[config.mk]
export PLATFORM = sky130hd
export DESIGN_NAME = sar_controller
export DESIGN_NICKNAME = d
export VERILOG_FILES = /design/src/rtl/sar_pkg.sv /design/src/rtl/sar_controller.sv
export SDC_FILE = /design/constraint.sdc
export NUM_CORES = 1
export LEC_CHECK = 0
export BUFFER_PORTS_ARGS = -buffer_cell sky130_fd_sc_hd__buf_4
export CAP_MARGIN = 20
export CORE_MARGIN = 2
export CORE_UTILIZATION = 47
export CTS_CLUSTER_SIZE = 40
export DETAILED_ROUTE_END_ITERATION = 10
export PLACE_DENSITY_LB_ADDON = 0.12
export SLEW_MARGIN = 20
export SYNTH_ARGS = -nofsm -noshare
export SYNTH_HDL_FRONTEND = slang
export SYNTH_SLANG_ARGS = --single-unit
export TNS_END_PERCENT = 5
[constraint.sdc]
create_clock -name clk -period 1.93 [get_ports clk]
set_input_delay 0 -clock clk [delete_from_list [all_inputs] [get_ports clk]]
set_output_delay 0 -clock clk [all_outputs]
set_load 0.1 [all_outputs]
[src/rtl/sar_pkg.sv]
// Shared types and defaults for the successive-approximation controller.
package sar_pkg;

    localparam int SAR_WIDTH_DEFAULT = 4;

    typedef enum logic [1:0] {
        IDLE = 2'd0,
        TEST = 2'd1,
        DONE = 2'd2
    } state_e;

endpackage

[src/rtl/sar_controller.sv]
// Successive-approximation controller driving a magnitude comparator, MSB first.
// Optional build macro SAR_EARLY_EXIT_EN: finish as soon as the comparator reports equal.
module sar_controller
    import sar_pkg::*;
#(
    parameter int WIDTH = SAR_WIDTH_DEFAULT
) (
    input  logic             clk,
    input  logic             rst,
    input  logic             start,
    input  logic             cmp_greater,
    input  logic             cmp_lesser,
    input  logic             cmp_equal,
    output logic [WIDTH-1:0] trial,
    output logic             busy,
    output logic             done,
    output logic [WIDTH-1:0] result,
    output logic             cmp_err,
    output state_e           dbg_state
);

    localparam int IDX_W = (WIDTH > 1) ? $clog2(WIDTH) : 1;

    state_e             state_q, state_d;
    logic [WIDTH-1:0]   trial_q, trial_d;
    logic [IDX_W-1:0]   idx_q, idx_d;
    logic [WIDTH-1:0]   result_q, result_d;
    logic               cmp_err_q, cmp_err_d;
    logic               early_exit;
    logic               flags_onehot;

    assign flags_onehot = $onehot({cmp_greater, cmp_lesser, cmp_equal});

`ifdef SAR_EARLY_EXIT_EN
    assign early_exit = cmp_equal & ~cmp_greater & ~cmp_lesser;
`else
    assign early_exit = 1'b0;
`endif

    always_ff @(posedge clk) begin
        if (rst) begin
            state_q   <= IDLE;
            trial_q   <= '0;
            idx_q     <= '0;
            result_q  <= '0;
            cmp_err_q <= 1'b0;
        end else begin
            state_q   <= state_d;
            trial_q   <= trial_d;
            idx_q     <= idx_d;
            result_q  <= result_d;
            cmp_err_q <= cmp_err_d;
        end
    end

    // start is a one-way strobe: it is taken on any edge where the block is not
    // busy (IDLE or DONE) and is silently dropped while a conversion is running.
    always_comb begin
        state_d   = state_q;
        trial_d   = trial_q;
        idx_d     = idx_q;
        result_d  = result_q;
        cmp_err_d = cmp_err_q;
        case (state_q)
            IDLE, DONE: begin
                if (start) begin
                    state_d            = TEST;
                    trial_d            = '0;
                    trial_d[WIDTH-1]   = 1'b1;
                    idx_d              = IDX_W'(WIDTH - 1);
                    cmp_err_d          = 1'b0;
                end else if (state_q == DONE) begin
                    state_d = IDLE;
                    trial_d = '0;
                end
            end
            TEST: begin
                if (!flags_onehot) begin
                    cmp_err_d = 1'b1;
                end
                // Lesser wins over any other flag, even when the flags are corrupt.
                if (cmp_lesser) begin
                    trial_d[idx_q] = 1'b0;
                end
                if (early_exit) begin
                    result_d = trial_q;
                    state_d  = DONE;
                end else if (idx_q != '0) begin
                    trial_d[idx_q - 1'b1] = 1'b1;
                    idx_d                 = idx_q - 1'b1;
                end else begin
                    result_d = trial_d;
                    state_d  = DONE;
                end
            end
            default: begin
                state_d = IDLE;
                trial_d = '0;
            end
        endcase
    end

    always_comb begin
        busy      = (state_q == TEST);
        done      = (state_q == DONE);
        trial     = trial_q;
        result    = result_q;
        cmp_err   = cmp_err_q;
        dbg_state = state_q;
    end

endmodule

==> reports/qor.txt <==
Status: finished clean
Total Neg Setup Slack: 0 ns
PwrDens: 848 nW/µm²
Clock Latency Late Sink: 0.28 ns
Register area share after synthesis: 41.3%
Number of global-route vias before repair: 475
Final WL: 1.33 mm
Max Root-Sink Buffers: 2
F_max: 584 MHz
Crit end category: flip-flop
Mean Syn Cell Area: 9.14 µm²
Finished Cell Area: 817 µm²
Top-count cell post-synth: dfxtp_1
Core Util, Final: 64.4%
Initial core utilization: 49.7%
R2r worst-path depth: 5
Post-route DRC: 0
Max-slew violations: 0
Die Y: 40.6 µm
Hpwl dp: 973 µm
Area of placed instances: 781 µm²
Post-Synthesis Cells: 69
Syn Nets: 80
DRT Pass-1 Iters: 4
Layout cell share with drive strength beyond 1: 30.0%
#FFs+latches synth: 13
Total power draw: 0.693 mW
Crit-path slowest cell: dfxtp_1
Vias per cell: 5.28
I/O Buffers: 18
CTS buffer count: 3
Clock-pin slew on the worst setup and hold paths: 0.08 ns
Yosys top cell area share: 41.3%
Critical path origin: idx_q[0]
Leak pwr: 0.365 nW
Register Area: 262 µm²
Relative slew slack: 76.5%
Max Cap Viol: 0
Final worst path period share: 88.7%
Hold Fails Final Rpt: 0
Drt wl/cell: 12.7 µm
Worst Path Max Fanout: 8
Synth cell types: 28
Root Buffer: clkbuf_4
Peak VDD IR: 0.000464 V
Core area: 1270 µm²
Clock sinks: 13
Worst Setup Start Kind: flip-flop
# placed instances: 100
CTS tree: done
Global-route usage over all layers: 19.1%
Initial antenna violation count: 0
Nets: 102
Ant diodes: 0
RR Startpoint: idx_q[0]
Endpoints failing setup: 0
DIE WIDTH: 40.6 µm
Worst-path cell chain: inv_1 > ha_1 > nor3b_1 > nor2_1 > a221oi_1
Grt ovf: 0
Final critical-path required period: 1.71 ns
Reg-to-reg endpoint: idx_q[1]
Min-delay worst type: in2reg
Synth top area cells: dfxtp_1 41%, ha_1 7.9%, nor2_1 4.8%, a21boi_0 3.6%, nand2_1 3.6%
WS Path Type: reg2reg
CP required: 2.12 ns
FP Rows: 13
Critical Path AT: 1.90 ns
Post-CTS Resized: 0
First-pass GRT wire length: 2.05 mm
Final cell count without fillers: 105
Post-Syn Area: 631 µm²
Hold Path End: result[0]
Die ar.: 1650 µm²
Hold path start: cmp_lesser
Slew @ Worst Pin: 0.352 ns
Final ANT Viol Nets: 0
Vias: 554
Biggest area consumer among synthesized cells: dfxtp_1
Reg2reg setup slack: 0.22 ns
EDFF count, synth: 0
Async SR Flop Fraction: 0%
Leading cell types by count after synthesis: 13 x dfxtp_1, 8 x nor2_1, 6 x nand2_1
Hold Path Depth: 3
Largest net degree at the start of global routing: 15
H-tree levels: 1
Initial DRC count: 15
Footprint of the multi-input gates: 350 µm²
RSZ-0062 raised after global routing: false
Layout area overhead: 29.6%
# fillers: 120
CP max stage delay: 0.43 ns
Layout Skew: 0.00146 ns
Primary FF master, synth: dfxtp_1
RePlAce Congestion: 0.773
Warning count from the yosys run: 0
Ports: 19
Setup Fix Bufs, Post-CTS: 0
stage by stage:
stage                     hold slack (ns)  setup slack, ns
after floorplan                     0.179          -0.0653
after global placement              0.253            0.363
after detailed placement            0.261            0.269
after CTS                          0.0640            0.249
after global routing               0.0765          0.00440
final                              0.0623            0.218
cell type report:
type	count	share of cell area [%]
clock buffers	4	3.22
inverters	4	1.84
multi-input cells	50	42.9
flip-flops and latches	13	32.0
well taps	15	2.30
repair buffers	19	17.8
layer usage:
metal	routed length, µm	vias to the layer above	share of wire (%)	global-route usage, %
met2	578	21	43	29.4
met3	91	2	6.8	3.26
met5	0	-	0	0
met1	641	250	48	25.3
met4	22	0	1.7	10.0
li1	-	281	-	-
worst max-delay path, delay by kind of cell (launching register included):
kind | cells | cell delay, ns
AND/OR/NAND/NOR | 2 | 0.48
AO/OA/AOI/OAI | 1 | 0.26
adder cells (fa/ha/maj) | 1 | 0.33
buffers and inverters | 1 | 0.12
flip-flops | 1 | 0.43
what timing repair did:
action | 4_1_cts | 5_1_grt
hold buffers | 1 | 0
hold endpoints to repair | 9 | 0
endpoints found under the setup margin | 0 | 0
logic make-up after synthesis:
| group | count (synthesis) | synth area share [%] |
|---|---|---|
| fa+ha+maj | 5 | 11.1 |
| buf+inv | 6 | 3.77 |
| compound gates | 18 | 19.6 |
| mux | 1 | 1.59 |
| flops | 13 | 41.3 |
| simple gates | 26 | 22.6 |
sequential cells by signal, summed over array words and instances (netlist names):
signal and cells:
cmp_err 1, dbg_state 2, idx_q 2, result 4, trial 4
power breakdown:
group          internal, mW  switching, mW  leakage [nW]
sequential            0.285         0.0218         0.107
combinational        0.0573          0.156         0.243
clock                0.0803         0.0928        0.0150
worst max-delay path by stage:
stage | end | slack [ns]
3_3_place_gp | idx_q[1] | 0.36
5_1_grt | idx_q[1] | 0.004
6_report | idx_q[1] | 0.22
4_1_cts | idx_q[1] | 0.25
3_5_place_dp | idx_q[1] | 0.27
2_1_floorplan | done | -0.07
layout by cell type, fill, tap and decap left out, drive strengths merged:
master / count
dfxtp: 13
a21oi: 5
dlygate4sd3: 1
nand2: 6
a221oi: 1
nor3b: 1
a32oi: 1
a31oi: 2
nand3b: 1
nor2b: 3
or3b: 1
nand4: 1
nor3: 1
o2111ai: 1
a21o: 1
a21boi: 3
ha: 4
and2b: 1
o21ai: 3
nand2b: 1
buf: 18
nand3: 2
fa: 1
clkbuf: 4
nor2: 8
mux2i: 1
inv: 4
o221a: 1
(Power assumes the default switching activity.)
